==> src/rtl/multi_edge_counter_pkg.sv <==
// rtl/multi_edge_counter_pkg.sv - shared mode encodings for the multi-channel edge counter
// Purpose : per-channel edge-selection mode type used by the top and channel modules.
// Contents: edge_mode_t with MODE_OFF (00), MODE_RISE (01), MODE_FALL (10), MODE_BOTH (11).
package multi_edge_counter_pkg;

  typedef enum logic [1:0] {
    MODE_OFF  = 2'b00,
    MODE_RISE = 2'b01,
    MODE_FALL = 2'b10,
    MODE_BOTH = 2'b11
  } edge_mode_t;

endpackage

==> src/rtl/multi_edge_counter_channel.sv <==
// rtl/multi_edge_counter_channel.sv - one channel: synchroniser, optional glitch filter, edge detect, counter
// Purpose : synchronise one async level, detect edges selected by i_mode, count them.
// Macro   : MULTI_EDGE_COUNTER_FILTER_EN adds a FILTER_CYCLES glitch filter after the synchroniser.
// Ports   : i_clk, i_rst_n (async active-low), i_signal (async level), i_mode (edge_mode_t),
//           i_clear (sync clear), o_hit (combinational accepted edge, feeds the top's OR),
//           o_pulse (registered pulse), o_count (WIDTH-bit count), o_overflow (sticky).
module edge_count_channel
  import multi_edge_counter_pkg::*;
#(
  parameter int WIDTH         = 8,
  parameter int SYNC_STAGES   = 2,
  parameter int SATURATE      = 0,
  parameter int FILTER_CYCLES = 4
) (
  input  logic             i_clk,
  input  logic             i_rst_n,
  input  logic             i_signal,
  input  logic [1:0]       i_mode,
  input  logic             i_clear,
  output logic             o_hit,
  output logic             o_pulse,
  output logic [WIDTH-1:0] o_count,
  output logic             o_overflow
);

  if (WIDTH < 2 || SYNC_STAGES < 2 || FILTER_CYCLES < 1) begin : g_bad_params
    $error("edge_count_channel: WIDTH>=2, SYNC_STAGES>=2, FILTER_CYCLES>=1 required");
  end

  localparam logic [WIDTH-1:0] COUNT_MAX = '1;

  logic [SYNC_STAGES-1:0] r_sync;
  logic                   w_sync_lvl;
  logic                   w_lvl;
  logic                   r_past;
  logic                   r_rise;
  logic                   r_fall;
  logic                   w_hit;
  logic                   r_pulse;
  logic [WIDTH-1:0]       r_count;
  logic                   r_overflow;
  edge_mode_t             w_mode;

  always_ff @(posedge i_clk or negedge i_rst_n) begin
    if (!i_rst_n) r_sync <= '0;
    else          r_sync <= {r_sync[SYNC_STAGES-2:0], i_signal};
  end

  assign w_sync_lvl = r_sync[SYNC_STAGES-1];

`ifdef MULTI_EDGE_COUNTER_FILTER_EN
  localparam int FCW = $clog2(FILTER_CYCLES + 1);

  logic           r_filt_lvl;
  logic [FCW-1:0] r_filt_cnt;

  // Filtered level follows the synchronised level only after FILTER_CYCLES
  // consecutive disagreeing samples; any agreeing sample restarts the run.
  always_ff @(posedge i_clk or negedge i_rst_n) begin
    if (!i_rst_n) begin
      r_filt_lvl <= 1'b0;
      r_filt_cnt <= '0;
    end else if (w_sync_lvl == r_filt_lvl) begin
      r_filt_cnt <= '0;
    end else if (r_filt_cnt == FCW'(FILTER_CYCLES - 1)) begin
      r_filt_lvl <= w_sync_lvl;
      r_filt_cnt <= '0;
    end else begin
      r_filt_cnt <= r_filt_cnt + 1'b1;
    end
  end

  assign w_lvl = r_filt_lvl;
`else
  assign w_lvl = w_sync_lvl;
`endif

  // Past level tracks every cycle regardless of mode, so switching mode never
  // manufactures an edge. Edge flags are registered; the mode is applied one
  // stage later, at the counting stage.
  always_ff @(posedge i_clk or negedge i_rst_n) begin
    if (!i_rst_n) begin
      r_past <= 1'b0;
      r_rise <= 1'b0;
      r_fall <= 1'b0;
    end else begin
      r_past <= w_lvl;
      r_rise <= w_lvl & ~r_past;
      r_fall <= ~w_lvl & r_past;
    end
  end

  assign w_mode = edge_mode_t'(i_mode);

  always_comb begin
    w_hit = 1'b0;
    case (w_mode)
      MODE_RISE: w_hit = r_rise;
      MODE_FALL: w_hit = r_fall;
      MODE_BOTH: w_hit = r_rise | r_fall;
      default:   w_hit = 1'b0;
    endcase
  end

  // Clear coinciding with an accepted edge keeps that edge: count restarts at 1.
  always_ff @(posedge i_clk or negedge i_rst_n) begin
    if (!i_rst_n) begin
      r_pulse    <= 1'b0;
      r_count    <= '0;
      r_overflow <= 1'b0;
    end else begin
      r_pulse <= w_hit;
      if (i_clear) begin
        r_count    <= w_hit ? WIDTH'(1) : '0;
        r_overflow <= 1'b0;
      end else if (w_hit) begin
        if (r_count == COUNT_MAX) begin
          r_overflow <= 1'b1;
          r_count    <= (SATURATE != 0) ? COUNT_MAX : '0;
        end else begin
          r_count <= r_count + 1'b1;
        end
      end
    end
  end

  assign o_hit      = w_hit;
  assign o_pulse    = r_pulse;
  assign o_count    = r_count;
  assign o_overflow = r_overflow;

endmodule

==> src/rtl/multi_edge_counter.sv <==
// rtl/multi_edge_counter.sv - multi-channel edge counter top: CHANNELS channel instances plus any-pulse OR
// Purpose : per-channel async edge counting with wrap/saturate and sticky overflow.
// Macro   : MULTI_EDGE_COUNTER_FILTER_EN enables the per-channel glitch filter (FILTER_CYCLES).
// Ports   : in_clock, in_reset_n (async active-low), in_signal[CHANNELS], in_mode[2*CHANNELS]
//           (channel c at [2c+1:2c]), in_clear[CHANNELS], out_pulse[CHANNELS],
//           out_count[CHANNELS*WIDTH] (channel c at [c*WIDTH +: WIDTH]), out_overflow[CHANNELS],
//           out_any_pulse (registered OR, aligned with out_pulse).
module multi_edge_counter
  import multi_edge_counter_pkg::*;
#(
  parameter int CHANNELS      = 4,
  parameter int WIDTH         = 8,
  parameter int SYNC_STAGES   = 2,
  parameter int SATURATE      = 0,
  parameter int FILTER_CYCLES = 4
) (
  input  logic                      in_clock,
  input  logic                      in_reset_n,
  input  logic [CHANNELS-1:0]       in_signal,
  input  logic [2*CHANNELS-1:0]     in_mode,
  input  logic [CHANNELS-1:0]       in_clear,
  output logic [CHANNELS-1:0]       out_pulse,
  output logic [CHANNELS*WIDTH-1:0] out_count,
  output logic [CHANNELS-1:0]       out_overflow,
  output logic                      out_any_pulse
);

  logic [CHANNELS-1:0] w_hit;
  logic                r_any_pulse;

  for (genvar g = 0; g < CHANNELS; g++) begin : g_chan
    edge_count_channel #(
      .WIDTH         (WIDTH),
      .SYNC_STAGES   (SYNC_STAGES),
      .SATURATE      (SATURATE),
      .FILTER_CYCLES (FILTER_CYCLES)
    ) u_chan (
      .i_clk      (in_clock),
      .i_rst_n    (in_reset_n),
      .i_signal   (in_signal[g]),
      .i_mode     (in_mode[2*g +: 2]),
      .i_clear    (in_clear[g]),
      .o_hit      (w_hit[g]),
      .o_pulse    (out_pulse[g]),
      .o_count    (out_count[g*WIDTH +: WIDTH]),
      .o_overflow (out_overflow[g])
    );
  end

  // Registered from the same pre-register hits so it lines up with out_pulse.
  always_ff @(posedge in_clock or negedge in_reset_n) begin
    if (!in_reset_n) r_any_pulse <= 1'b0;
    else             r_any_pulse <= |w_hit;
  end

  assign out_any_pulse = r_any_pulse;

endmodule

==> config.mk <==
export PLATFORM = sky130hd
export DESIGN_NAME = multi_edge_counter
export DESIGN_NICKNAME = d
export VERILOG_FILES = /design/src/rtl/multi_edge_counter_pkg.sv /design/src/rtl/multi_edge_counter_channel.sv /design/src/rtl/multi_edge_counter.sv
export SDC_FILE = /design/constraint.sdc
export NUM_CORES = 1
export LEC_CHECK = 0
export CAP_MARGIN = 0
export CORE_MARGIN = 2
export CORE_UTILIZATION = 54
export CTS_CLUSTER_DIAMETER = 80
export DETAILED_ROUTE_END_ITERATION = 8
export PLACE_DENSITY = 0.85
export SLEW_MARGIN = 0
export SYNTH_ARGS = -nofsm -noshare
export SYNTH_HDL_FRONTEND = slang
export SYNTH_SLANG_ARGS = --single-unit
export TNS_END_PERCENT = 20
==> constraint.sdc <==
create_clock -name in_clock -period 2.3 [get_ports in_clock]
set_input_delay 0.345 -clock in_clock [delete_from_list [all_inputs] [get_ports in_clock]]
set_output_delay 0.345 -clock in_clock [all_outputs]
set_load 0.005 [all_outputs]
==> impl_metrics.ini <==
[grt]
first_global_vias = 2124
grt_pass1_wl_mm = 9.58
antenna_found_initial = 0
use_met3_pct = 9.24
overflow = 0
grt_max_degree = 41
met2_usage_pct = 34.9
grtUsageMet1_pct = 30.8
grt_busiest_layer = met2
grt_util_all_layers_pct = 23.1

[sta]
setup-violations-final = 0
fmax_mhz = 580
fin_crit_sh_pct = 75.0
tightest_slew_ns = 0.815
rsz0062_at_grt = false
setup_tns_ns = 0
finalClockSkew_ns = 0.00589
maxSlewHeadroom_pct = 45.7
period_minus_slack_ns = 1.72
slew_violations = 0
finalWorstSetupSlack_ns = 0.576
worst_hold_slack_ns = 0.344
finalHoldViolations = 0

[clock_network]
cts_tree = done
cts_max_path_buffers = 2
cts_setup_buffers = 0
cts.sinks = 61
clk_pin_slew_ns = 0.06
cts_buffers = 9
h-tree-depth = 3
clkLatencyLatePin_ns = 0.34
cts_root_buffer = clkbuf_8

[floorplan]
rows = 25
die_x_um = 74.7
die_area_um2 = 5580
initial_core_util_pct = 56.4
die_y_um = 74.7
core-area_um2 = 4790
boundaryPins = 59

[finish]
design_area_um2 = 3530
layout.nets = 335
fin_util_pct = 73.8
drive_gt1_share_pct = 8.83
antenna_cells_inserted = 0
syn_to_final_growth_pct = 30.9

[logic_synthesis]
syn_inst = 250
synth_top_area_share_pct = 56.6
synth_nets = 272
ys_types = 38
synth.area.top_cells = dfrtp_1 (57%), a21oi_1 (5.2%), o31ai_1 (4.2%)
yosysSeqAreaShare_pct = 56.6
async_flop_share_pct = 100
yosysTopAreaCell = dfrtp_1
yosysWarnings = 0
synth_area_um2 = 2700
synth_edf_count = 0
syn_area_per_cell_um2 = 10.8
ys_ff_latch = 61
ys.flop_type = dfrtp_1

[pwr]
power.internal_mw = 1.77
power_switching_mw = 0.546
powerDensity_nw_per_um2 = 654
p_seq_share_pct = 49.9
combPwrFrac_pct = 8.9
power_leakage_nw = 1.42
ir_worst_vdd_mv = 0.620
clock_power_share_pct = 41.2
sw_frac_of_total_pct = 23.6

[worst_setup_path]
crit_fanout = 7
startpoint_type = register
critPathArrivalTime_ns = 1.38
rr_worst_depth = 4
slowest_delay_ns = 0.56
critPathRequiredTime_ns = 1.96
crit_buf_inv = 1
critPathCaptureType = output port
r2r_slack_ns = 0.65
timing.rr.start = g_chan[0].u_chan.r_fall
crit_chain = clkdlybuf4s50_1
criticalPathCategory = reg -> out
reg2reg_to = g_chan[0].u_chan.o_count[0]
crit_family = buffers and inverters
slowest_stage = clkdlybuf4s50_1

[placement]
gp_congestion = 0.830
post-place-ws_ns = 0.261
place_area_um2 = 3320
hpwl_mm = 3.91
io_buffers = 58

[job]
maxCapViolCount = 0

[worst_hold_path]
whs_endpoint = g_chan[0].u_chan.r_sync[1]
min_path_cells = 0
min_path_type = reg -> reg
hold_start = g_chan[0].u_chan.r_sync[0]

[drt]
wl_per_cell_um = 14.3
wl_mm = 5.50
firstDrtPassIters = 4
vias = 2180
ant_nets = 0
via_per_inst = 5.68
initialDrtViolationCount = 144
remaining_drc_errors = 0

[status]
status = complete, no violations
-- cell usage in the layout, fill, tap and decap left out, types with 3 or more instances in the layout --
cell	n
dfrtp_1	61
clkdlybuf4s50_1	57
a21oi_1	28
nand2_1	22
inv_1	16
o31ai_1	15
or4_1	13
nand3_1	12
clkbuf_8	11
or3_1	10
o21ai_0	9
nor2b_1	8
nand4_1	6
a22oi_1	4
ha_1	4
buf_4	4
nor4_1	3
o21a_1	3
a31oi_1	3
-- cells in the mapped netlist, types with 2 or more instances --
master	number
or4_1	13
a22oi_1	4
o41ai_1	2
nor2b_1	8
buf_4	8
a31oi_1	3
o211ai_1	2
a221oi_1	2
nand3_1	12
or3_1	10
o21a_1	3
nand4_1	6
o21ai_0	9
o31ai_1	15
ha_1	4
a21oi_1	28
dfrtp_1	61
nand2_1	22
nand3_2	2
nor4_1	3
inv_1	16
-- logic make-up after synthesis --
logic type,Yosys count,synth area share [%]
adders and majority gates,4,1.86
AOI/OAI and AO/OA,75,18.3
buffers and inverters,28,5.33
and+or+nand+nor,81,17.6
muxes,1,0.371
DFF,61,56.6
-- power by group through the flow --
stage          logic (mW)  registers [mW]  clock network (mW)
5_1_grt             0.232            1.16                1.02
6_report            0.205            1.15               0.953
4_1_cts             0.209            1.15               0.966
3_5_place_dp        0.205            1.17                   0
2_1_floorplan      0.0838            1.17                   0
3_3_place_gp        0.200            1.17                   0
-- per-layer routing --
metal	vias to the layer above	share of wire [%]
li1	1056	-
met3	9	6.1
met1	1062	46
met4	0	1.3
met5	-	0
met2	53	47
-- how the worst max path moves through the flow --
stage,slack (ns),to,cells past startpoint,start
global placement,0.34,g_chan[0].u_chan.o_count[0],5,in_mode[1]
floorplan,0.85,g_chan[1].u_chan.o_count[6],4,g_chan[1].u_chan.o_count[0]
global route,0.41,g_chan[0].u_chan.o_count[0],5,in_mode[1]
CTS,0.56,out_count[24],1,g_chan[3].u_chan.o_count[0]
detailed placement,0.26,g_chan[0].u_chan.o_count[0],5,in_mode[1]
finish,0.58,out_count[24],1,g_chan[3].u_chan.o_count[0]
-- state kept, by name, indices dropped and copies added (netlist names) --
register and count:
g_chan.u_chan.o_overflow 4, out_any_pulse 1, g_chan.u_chan.r_sync 8, g_chan.u_chan.r_rise 4, g_chan.u_chan.o_count 32, g_chan.u_chan.r_past 4
g_chan.u_chan.r_fall 4, g_chan.u_chan.o_pulse 4
-- stage by stage --
stage	std cells	power [mW]
2_1_floorplan	250	1.25
3_3_place_gp	368	1.37
4_1_cts	384	2.33
6_report	384	2.31
3_5_place_dp	368	1.38
5_1_grt	384	2.41
-- repair_timing --
action                                 4_1_cts  5_1_grt
endpoints found under the hold margin       21        0
gates resized for setup                      0        0
hold buffers                                 1        0
-- final cells by class --
cell class | count | area (µm²)
clock buffer | 11 | 151
inverter | 16 | 60.1
multi-input combinational | 161 | 1030
clock inverter | 4 | 47.5
timing repair buffer | 64 | 636
fill | 343 | 1250
sequential | 61 | 1530
tap | 67 | 83.8
No activity file was read; power rests on OpenSTA's default activity.
